$ cat config.mk
export PLATFORM = sky130hd
export DESIGN_NAME = apu_frame_sequencer_flat
export DESIGN_NICKNAME = d
export VERILOG_FILES = /design/src/rtl/apu_frame_sequencer_if.sv /design/src/rtl/apu_frame_sequencer.sv /design/src/flat_wrapper.sv
export SDC_FILE = /design/constraint.sdc
export NUM_CORES = 1
export LEC_CHECK = 0
export CORE_MARGIN = 2
export CORE_UTILIZATION = 48
export DETAILED_ROUTE_END_ITERATION = 7
export GPL_TIMING_DRIVEN = 0
export PLACE_DENSITY = 0.83
export SETUP_SLACK_MARGIN = 0.4
export SKIP_LAST_GASP = 1
export SYNTH_ARGS = -nofsm -noshare
export SYNTH_HDL_FRONTEND = slang
export SYNTH_SLANG_ARGS = --single-unit
$ cat constraint.sdc
create_clock -name sysclk -period 1.75 [get_ports sysclk]
set_input_delay 0.35 -clock sysclk [delete_from_list [all_inputs] [get_ports sysclk]]
set_output_delay 0.35 -clock sysclk [all_outputs]
set_load 0.01 [all_outputs]
$ cat src/rtl/apu_frame_sequencer_if.sv
`default_nettype none
// +--------------------------------------------------------------------------+
// | apu_frame_sequencer_if                                                   |
// | CPU-side register/strobe bus and frame outputs of the APU frame counter. |
// | Rev 1.0                                                                  |
// +--------------------------------------------------------------------------+
interface apu_frame_sequencer_if;
  logic       cpu_clock;
  logic       apu_cs;
  logic [4:0] ioreg_addr;
  logic [7:0] ioreg_datain;
  logic       ioreg_wr;
  logic       status_rd;
  logic       frame_e;
  logic       frame_l;
  logic       frame_irq;
  logic       mode_5step;

  modport master (
    output cpu_clock, apu_cs, ioreg_addr, ioreg_datain, ioreg_wr, status_rd,
    input  frame_e, frame_l, frame_irq, mode_5step
  );

  modport slave (
    input  cpu_clock, apu_cs, ioreg_addr, ioreg_datain, ioreg_wr, status_rd,
    output frame_e, frame_l, frame_irq, mode_5step
  );
endinterface
`default_nettype wire

$ cat src/rtl/apu_frame_sequencer.sv
`default_nettype none
// +--------------------------------------------------------------------------+
// | apu_frame_sequencer                                                      |
// | APU frame counter: quarter/half-frame strobes, $4017 mode/inhibit and    |
// | the frame IRQ flag.                                                      |
// | Rev 1.0                                                                  |
// +--------------------------------------------------------------------------+
module apu_frame_sequencer #(
  // The 5-step sequence runs to 37282, so the count and step constants are 16 bits wide.
  parameter logic [15:0] STEP1      = 16'd7457,
  parameter logic [15:0] STEP2      = 16'd14913,
  parameter logic [15:0] STEP3      = 16'd22371,
  parameter logic [15:0] STEP4      = 16'd29829,
  parameter logic [15:0] STEP5      = 16'd37281,
  parameter logic [4:0]  REG17_ADDR = 5'h17
) (
  input wire                   sysclk,
  input wire                   reset,
  apu_frame_sequencer_if.slave bus
);

  logic [15:0] r_cycle_cnt;
  logic [2:0]  r_pending;
  logic        r_phase;
  logic        r_mode;
  logic        r_inhibit;
  logic        r_irq;
  logic        r_frame_e;
  logic        r_frame_l;

  logic        w_tick;
  logic        w_wr17;
  logic        w_fire;
  logic        w_wrap;
  logic        w_irq_win;
  logic        w_ev_e;
  logic        w_ev_l;
  logic        w_unused_data;

  assign w_tick        = bus.cpu_clock;
  assign w_wr17        = w_tick & bus.apu_cs & bus.ioreg_wr & (bus.ioreg_addr == REG17_ADDR);
  // A fresh $4017 write on the expiry tick restarts the delay instead of firing.
  assign w_fire        = w_tick & (r_pending == 3'd1) & ~w_wr17;
  assign w_wrap        = r_mode ? (r_cycle_cnt >= STEP5 + 16'd1)
                                : (r_cycle_cnt >= STEP4 + 16'd1);
  assign w_irq_win     = ~r_mode & ~r_inhibit &
                         (r_cycle_cnt >= STEP4 - 16'd1) & (r_cycle_cnt <= STEP4 + 16'd1);
  assign w_unused_data = ^bus.ioreg_datain[5:0];

  always_comb begin
    w_ev_e = 1'b0;
    w_ev_l = 1'b0;
    if ((r_cycle_cnt == STEP1) || (r_cycle_cnt == STEP3)) begin
      w_ev_e = 1'b1;
    end
    if (r_cycle_cnt == STEP2) begin
      w_ev_e = 1'b1;
      w_ev_l = 1'b1;
    end
    if ((!r_mode && (r_cycle_cnt == STEP4)) || (r_mode && (r_cycle_cnt == STEP5))) begin
      w_ev_e = 1'b1;
      w_ev_l = 1'b1;
    end
  end

  always_ff @(posedge sysclk) begin
    if (reset) begin
      r_cycle_cnt <= 16'd0;
      r_pending   <= 3'd0;
      r_phase     <= 1'b0;
      r_mode      <= 1'b0;
      r_inhibit   <= 1'b0;
      r_irq       <= 1'b0;
      r_frame_e   <= 1'b0;
      r_frame_l   <= 1'b0;
    end else begin
      // The delayed sequencer restart replaces the normal step events of its tick.
      r_frame_e <= w_tick & (w_fire ? r_mode : w_ev_e);
      r_frame_l <= w_tick & (w_fire ? r_mode : w_ev_l);

      if (w_tick) begin
        r_phase <= ~r_phase;
        if (w_fire || w_wrap) begin
          r_cycle_cnt <= 16'd0;
        end else begin
          r_cycle_cnt <= r_cycle_cnt + 16'd1;
        end
      end

      if (w_wr17) begin
        r_mode    <= bus.ioreg_datain[7];
        r_inhibit <= bus.ioreg_datain[6];
        r_pending <= r_phase ? 3'd3 : 3'd4;
      end else if (w_tick && (r_pending != 3'd0)) begin
        r_pending <= r_pending - 3'd1;
      end

      // Inhibit write clears outright; otherwise a window hit beats a status read.
      if (w_wr17 && bus.ioreg_datain[6]) begin
        r_irq <= 1'b0;
      end else if (w_tick && w_irq_win) begin
        r_irq <= 1'b1;
      end else if (w_tick && bus.status_rd) begin
        r_irq <= 1'b0;
      end
    end
  end

  assign bus.frame_e    = r_frame_e;
  assign bus.frame_l    = r_frame_l;
  assign bus.frame_irq  = r_irq;
  assign bus.mode_5step = r_mode;

endmodule
`default_nettype wire

$ cat src/flat_wrapper.sv
// flat-port wrapper written by rule: the top's interface ports become plain ports
module apu_frame_sequencer_flat 
#(
                                                                                         
  parameter logic [15:0] STEP1      = 16'd7457,
  parameter logic [15:0] STEP2      = 16'd14913,
  parameter logic [15:0] STEP3      = 16'd22371,
  parameter logic [15:0] STEP4      = 16'd29829,
  parameter logic [15:0] STEP5      = 16'd37281,
  parameter logic [4:0]  REG17_ADDR = 5'h17
)
  (sysclk, reset, bus_cpu_clock, bus_apu_cs, bus_ioreg_addr, bus_ioreg_datain, bus_ioreg_wr, bus_status_rd, bus_frame_e, bus_frame_l, bus_frame_irq, bus_mode_5step);
  apu_frame_sequencer_if bus_i ();
  input wire sysclk;
  input wire reset;
  input wire logic [$bits(bus_i.cpu_clock)-1:0] bus_cpu_clock;
  input wire logic [$bits(bus_i.apu_cs)-1:0] bus_apu_cs;
  input wire logic [$bits(bus_i.ioreg_addr)-1:0] bus_ioreg_addr;
  input wire logic [$bits(bus_i.ioreg_datain)-1:0] bus_ioreg_datain;
  input wire logic [$bits(bus_i.ioreg_wr)-1:0] bus_ioreg_wr;
  input wire logic [$bits(bus_i.status_rd)-1:0] bus_status_rd;
  output wire logic [$bits(bus_i.frame_e)-1:0] bus_frame_e;
  output wire logic [$bits(bus_i.frame_l)-1:0] bus_frame_l;
  output wire logic [$bits(bus_i.frame_irq)-1:0] bus_frame_irq;
  output wire logic [$bits(bus_i.mode_5step)-1:0] bus_mode_5step;
  assign bus_i.cpu_clock = bus_cpu_clock;
  assign bus_i.apu_cs = bus_apu_cs;
  assign bus_i.ioreg_addr = bus_ioreg_addr;
  assign bus_i.ioreg_datain = bus_ioreg_datain;
  assign bus_i.ioreg_wr = bus_ioreg_wr;
  assign bus_i.status_rd = bus_status_rd;
  assign bus_frame_e = bus_i.frame_e;
  assign bus_frame_l = bus_i.frame_l;
  assign bus_frame_irq = bus_i.frame_irq;
  assign bus_mode_5step = bus_i.mode_5step;
  apu_frame_sequencer #(.STEP1(STEP1), .STEP2(STEP2), .STEP3(STEP3), .STEP4(STEP4), .STEP5(STEP5), .REG17_ADDR(REG17_ADDR)) u_core (.sysclk(sysclk), .reset(reset), .bus(bus_i));
endmodule
==> Word-level counts from Yosys, hierarchy flattened <==
Index checks and enable logic that the tools add are counted.
{ "word_totals": {"regBits": 25, "inputBits": 19, "out_inout_bits": 4} }
{ "op_classes": {"add_sub_neg": 2, "n_lt_le_gt_ge": 4, "n_eq_ne": 7, "muxes": 14, "bitwise_logic": 14, "n_reduce_logical": 14} }
{ "ops": {"columns": ["cell", "n"], "rows": [
  ["$eq A16 B15 Y1 const B", 2],
  ["$ge A16 B15 Y1 const B", 2],
  ["$add A16 B1 Y16 const B", 1],
  ["$eq A16 B13 Y1 const B", 1],
  ["$eq A16 B14 Y1 const B", 1],
  ["$eq A16 B16 Y1 const B", 1],
  ["$ge A16 B16 Y1 const B", 1],
  ["$le A16 B15 Y1 const B", 1],
  ["$mux W16", 1],
  ["$and A1 B1 Y1", 10],
  ["$mux W1", 10],
  ["$mux W3", 3],
  ["$logic_and A1 B1 Y1", 6],
  ["$eq A5 B5 Y1 const B", 1],
  ["$not A1 Y1", 4],
  ["$reduce_bool A2 Y1", 2],
  ["$eq A3 B1 Y1 const B", 1],
  ["$logic_or A1 B1 Y1", 3],
  ["$reduce_bool A3 Y1", 1],
  ["$sub A3 B1 Y3 const B", 1],
  ["$reduce_or A2 Y1", 1],
  ["$logic_not A1 Y1", 1]
]} }

==> Depth between registers and ports, before layout <==
{ "logic_depth": {"depth_word": 7, "mapped_depth": 7, "mapped_depth_nobuf": 6} }

==> Worst setup path after synthesis <==
Ideal clock, no wire load.
{ "synth_timing": {"path_kind": "reg-to-reg", "start": "reg u_core.r_cycle_cnt[15]", "end": "reg u_core.r_cycle_cnt[15]", "arrival_ns": 1.703, "t_required_ns": 1.635, "slack_ns": -0.068, "path_stages_with_launch": 8, "path_buffers": 2, "synth_period_minus_slack_ns": 1.818, "path_cell_list": "dfxtp_1 > buf_2 > or3b_4 > nor4_4 > a221oi_2 > o311ai_4 > buf_6 > nor2_1"} }
{ "synth_between": {"elab_chain_len": 4, "elab_cells_between_ends": 6, "classes_between": "add/sub: 1; order compare: 2; mux: 2; reduce/logical: 1"} }
{ "synth_rtl": {"columns": ["element", "line", "text"], "rows": [
  ["start: declaration", "apu_frame_sequencer.sv:22", "logic [15:0] r_cycle_cnt;"],
  ["start signal: assignment", "apu_frame_sequencer.sv:86", "r_cycle_cnt <= r_cycle_cnt + 16'd1;"],
  ["$ge A16 B15 Y1 / $ge A16 B16 Y1 (equally long branches)", "apu_frame_sequencer.sv:45, apu_frame_sequencer.sv:44", null],
  ["$mux W1", "apu_frame_sequencer.sv:44", "assign w_wrap = r_mode ? (r_cycle_cnt >= STEP5 + 16'd1)"],
  ["$logic_or A1 B1 Y1", "apu_frame_sequencer.sv:83", "if (w_fire || w_wrap) begin"],
  ["$mux W16 *", "apu_frame_sequencer.sv:83", null]
]} }
Every way passes the cells marked *; elsewhere a longest branch is shown, timed or not.
A chain may end at the register's enable or synchronous reset.

==> Final worst setup path <==
Ends and elaborated chain as after synthesis.

==> flow_metrics.env <==
export IMPL_syn_avg_cell_area_sq_um=8.005
export IMPL_internal_power_uw=889.3
export IMPL_critPathMaxFanout=10
export IMPL_synth_nets=216
export IMPL_power_switching_uw=430.7
export IMPL_start_util=0.5008
export IMPL_row_count=20
export IMPL_drv_slew=0
export IMPL_cts_tree="yes"
export IMPL_synth_cells=191
export IMPL_crit_family="simple AND/OR/NAND/NOR gates"
export IMPL_violations="negative setup slack"
export IMPL_postRouteWirelength_microns=3750
export IMPL_cts_root_buf="clkbuf_4"
export IMPL_maxSlewHeadroom=0.6837
export IMPL_rsz0062_at_grt="true"
export IMPL_grt_max_degree=14
export IMPL_arrival_ns=2.12
export IMPL_comb_power_share=0.302
export IMPL_fmax_ghz=0.5306
export IMPL_cts_buffers=3
export IMPL_vias_per_cell=5.595
export IMPL_grt_pass1_wl_microns=5830
export IMPL_fin_cells=264
export IMPL_drtIter0Drc=71
export IMPL_die_x_microns=60.44
export IMPL_drc=0
export IMPL_coreArea_sq_um=3053
export IMPL_numPortBuffers=15
export IMPL_min_period_ns=1.885
export IMPL_crit_cells=7
export IMPL_startpoint_type="register"
export IMPL_vias=1477
export IMPL_tightest_slew_ns=0.4683
export IMPL_hold_class="in2reg"
export IMPL_ys_warn_count=0
export IMPL_drive_gt1_frac=0.2136
export IMPL_area_growth_pct=26.68
export IMPL_dp_hpwl_microns=2363
export IMPL_reg2reg_depth=7
export IMPL_yosysTopAreaCellShare=0.3273
export IMPL_clkLatencyLatePin_ns=0.33
export IMPL_clk_pin_slew_ns=0.14
export IMPL_yosysTopAreaCell="dfxtp_1"
export IMPL_gp_congestion=0.8509
export IMPL_synth_cell_types=44
export IMPL_min_path_cells=2
export IMPL_wl_per_cell_microns=14.20
export IMPL_clock_sinks=25
export IMPL_netlist_area_sq_um=1529
export IMPL_ant_nets=0
export IMPL_crit_buf_inv=2
export IMPL_ios=23
export IMPL_p_per_area_nw_per_um2=681.6
export IMPL_grt_pass1_vias=1249
export IMPL_slowest_delay_ns=0.38
export IMPL_antenna_cells=0
export IMPL_worstSetupPathType="reg2reg"
export IMPL_most_common_layout_cells="23 x nor2_1, 21 x dfxtp_1, 19 x nand2_1"
export IMPL_grt_overflow_total=0
export IMPL_postCtsHoldBufs=0
export IMPL_dieHeight_microns=60.44
export IMPL_power_mw=1.320
export IMPL_ys_ff_latch=25
export IMPL_dp_cells=250
export IMPL_synth_area_leaders="dfxtp_1 33%, nor2_1 6.9%, xnor2_1 6.3%"
export IMPL_nFillCells=274
export IMPL_hold_viol=0
export IMPL_cp_cell_sequence="buf_6 -> or3b_4 -> nor4_4 -> a221oi_2 -> o311ai_4 -> buf_6 -> nor2_1"
export IMPL_antenna_found_initial=0
export IMPL_switching_share=0.3263
export IMPL_setup_viol=19
export IMPL_cp_slowest_cell="or3b_4"
export IMPL_cp_end_kind="register"
export IMPL_clockBufferDepth=2
export IMPL_die_area_sq_um=3653
export IMPL_final_nets=246
export IMPL_dr_pass1_iters=4
export IMPL_ir_worst_vdd_mv=0.4620
export IMPL_worst_slack_ns=-0.1345
export IMPL_final_util=0.6344
export IMPL_status="complete, but fails checks"
export IMPL_htreeDepth=1
export IMPL_crit_required_ns=1.99
export IMPL_setup_tns_ns=-2.275
export IMPL_p_leak_nw=0.7417
export IMPL_post_route_period_util=1.077
export IMPL_final_common_cell="nor2_1"
export IMPL_yosysSeqAreaShare=0.3273
export IMPL_cap_violations=0
export IMPL_path_common_cell="buf_6"
export IMPL_seqPwrFrac=0.494
export IMPL_grtUsageTotal=0.2145
export IMPL_power_frac_clock=0.204
export IMPL_finClkSkew_ns=0.005229
[routing by layer]
metal / part of all wire / global-route usage / wire length (microns)
met4: 0.014 / 0.07453 / 51
met2: 0.48 / 0.3727 / 1813
met1: 0.45 / 0.2732 / 1679
met5: 0 / 0 / 0
met3: 0.055 / 0.02985 / 205
[worst paths after layout]
check	end	slack (ns)	startpoint
max	u_core.r_cycle_cnt[15]	-0.13	u_core.r_cycle_cnt[15]
min	u_core.bus.mode_5step	0.39	reset
max reg2reg	u_core.r_cycle_cnt[15]	-0.13	u_core.r_cycle_cnt[15]
min reg2reg	u_core.r_inhibit	0.50	u_core.r_inhibit
[repair_timing]
action                                  CTS  global route
endpoints found under the setup margin   26            25
buffers inserted                          5             5
pin swaps                                 6             6
gates cloned                              0             0
resized for setup                        14            25
[worst register-to-register path, delay by kind of cell, from the launching register on]
family,cells,cell delay [ns]
compound gates,2,0.45
buf+inv,2,0.30
flops,1,0.34
simple gates,3,0.69
[area by class of cell]
cell class	instances	area, sq um	area share
Buffer	12	77.57	0.04005
Clock buffer	4	26.28	0.01357
Inverter	11	41.29	0.02132
Multi-Input combinational cell	143	977.2	0.5045
Sequential cell	25	510.5	0.2636
Tap cell	44	55.05	0.02842
Timing Repair Buffer	25	249.0	0.1286
[power groups by stage]
stage	sequential, mW	clock [mW]	combinational [mW]
2_1_floorplan	0.659	0	0.258
3_3_place_gp	0.666	0	0.335
3_5_place_dp	0.666	0	0.342
4_1_cts	0.652	0.278	0.356
5_1_grt	0.659	0.294	0.439
6_report	0.652	0.269	0.399
[logic make-up (layout without fill, tap and decap cells)]
logic type	count (synthesis)	in the layout	share of synthesized area
xor gates and xnor gates	15	15	0.08592
buffers and inverters	23	52	0.06956
adders and majority gates	6	6	0.04910
muxes	1	1	0.006547
AOI/OAI and AO/OA	29	29	0.1358
DFF	25	25	0.3273
and+or+nand+nor	92	92	0.3257
[sequential cells by signal (all words and copies together) (netlist names)]
| name | cells |
|---|---|
| u_core.r_pending | 3 |
| u_core.bus.frame_e | 1 |
| u_core.r_cycle_cnt | 16 |
| u_core.bus.mode_5step | 1 |
| u_core.r_phase | 1 |
| u_core.bus.frame_l | 1 |
| u_core.r_inhibit | 1 |
| u_core.bus.frame_irq | 1 |
[cells in the mapped netlist (all sizes together)]
| cell type | number |
|---|---|
| a21oi | 12 |
| a221o | 1 |
| a221oi | 1 |
| a31oi | 4 |
| and2 | 1 |
| and3 | 1 |
| and3b | 1 |
| and4 | 2 |
| buf | 7 |
| clkbuf | 5 |
| dfxtp | 25 |
| ha | 6 |
| inv | 11 |
| mux2i | 1 |
| nand2 | 20 |
| nand2b | 2 |
| nand3 | 3 |
| nand4 | 8 |
| nand4b | 4 |
| nor2 | 28 |
| nor3 | 7 |
| nor3b | 1 |
| nor4 | 3 |
| nor4b | 2 |
| nor4bb | 1 |
| o2111ai | 1 |
| o211ai | 1 |
| o21a | 1 |
| o21ai | 4 |
| o311ai | 1 |
| o31a | 1 |
| o41ai | 2 |
| or2 | 1 |
| or3 | 3 |
| or3b | 1 |
| or4 | 2 |
| or4b | 1 |
| xnor2 | 11 |
| xor2 | 4 |
[through the flow]
stage | area [sq um] | hold slack [ns] | setup slack (ns)
floorplan | 1536 | 0.4363 | -0.04857
global placement | 1742 | 0.4460 | -0.6845
detailed placement | 1742 | 0.4521 | -0.6973
CTS | 1823 | 0.3494 | -0.1916
global route | 1937 | 0.4041 | -0.2184
finish | 1937 | 0.3933 | -0.1345
Power figures use the tool's default switching activity.
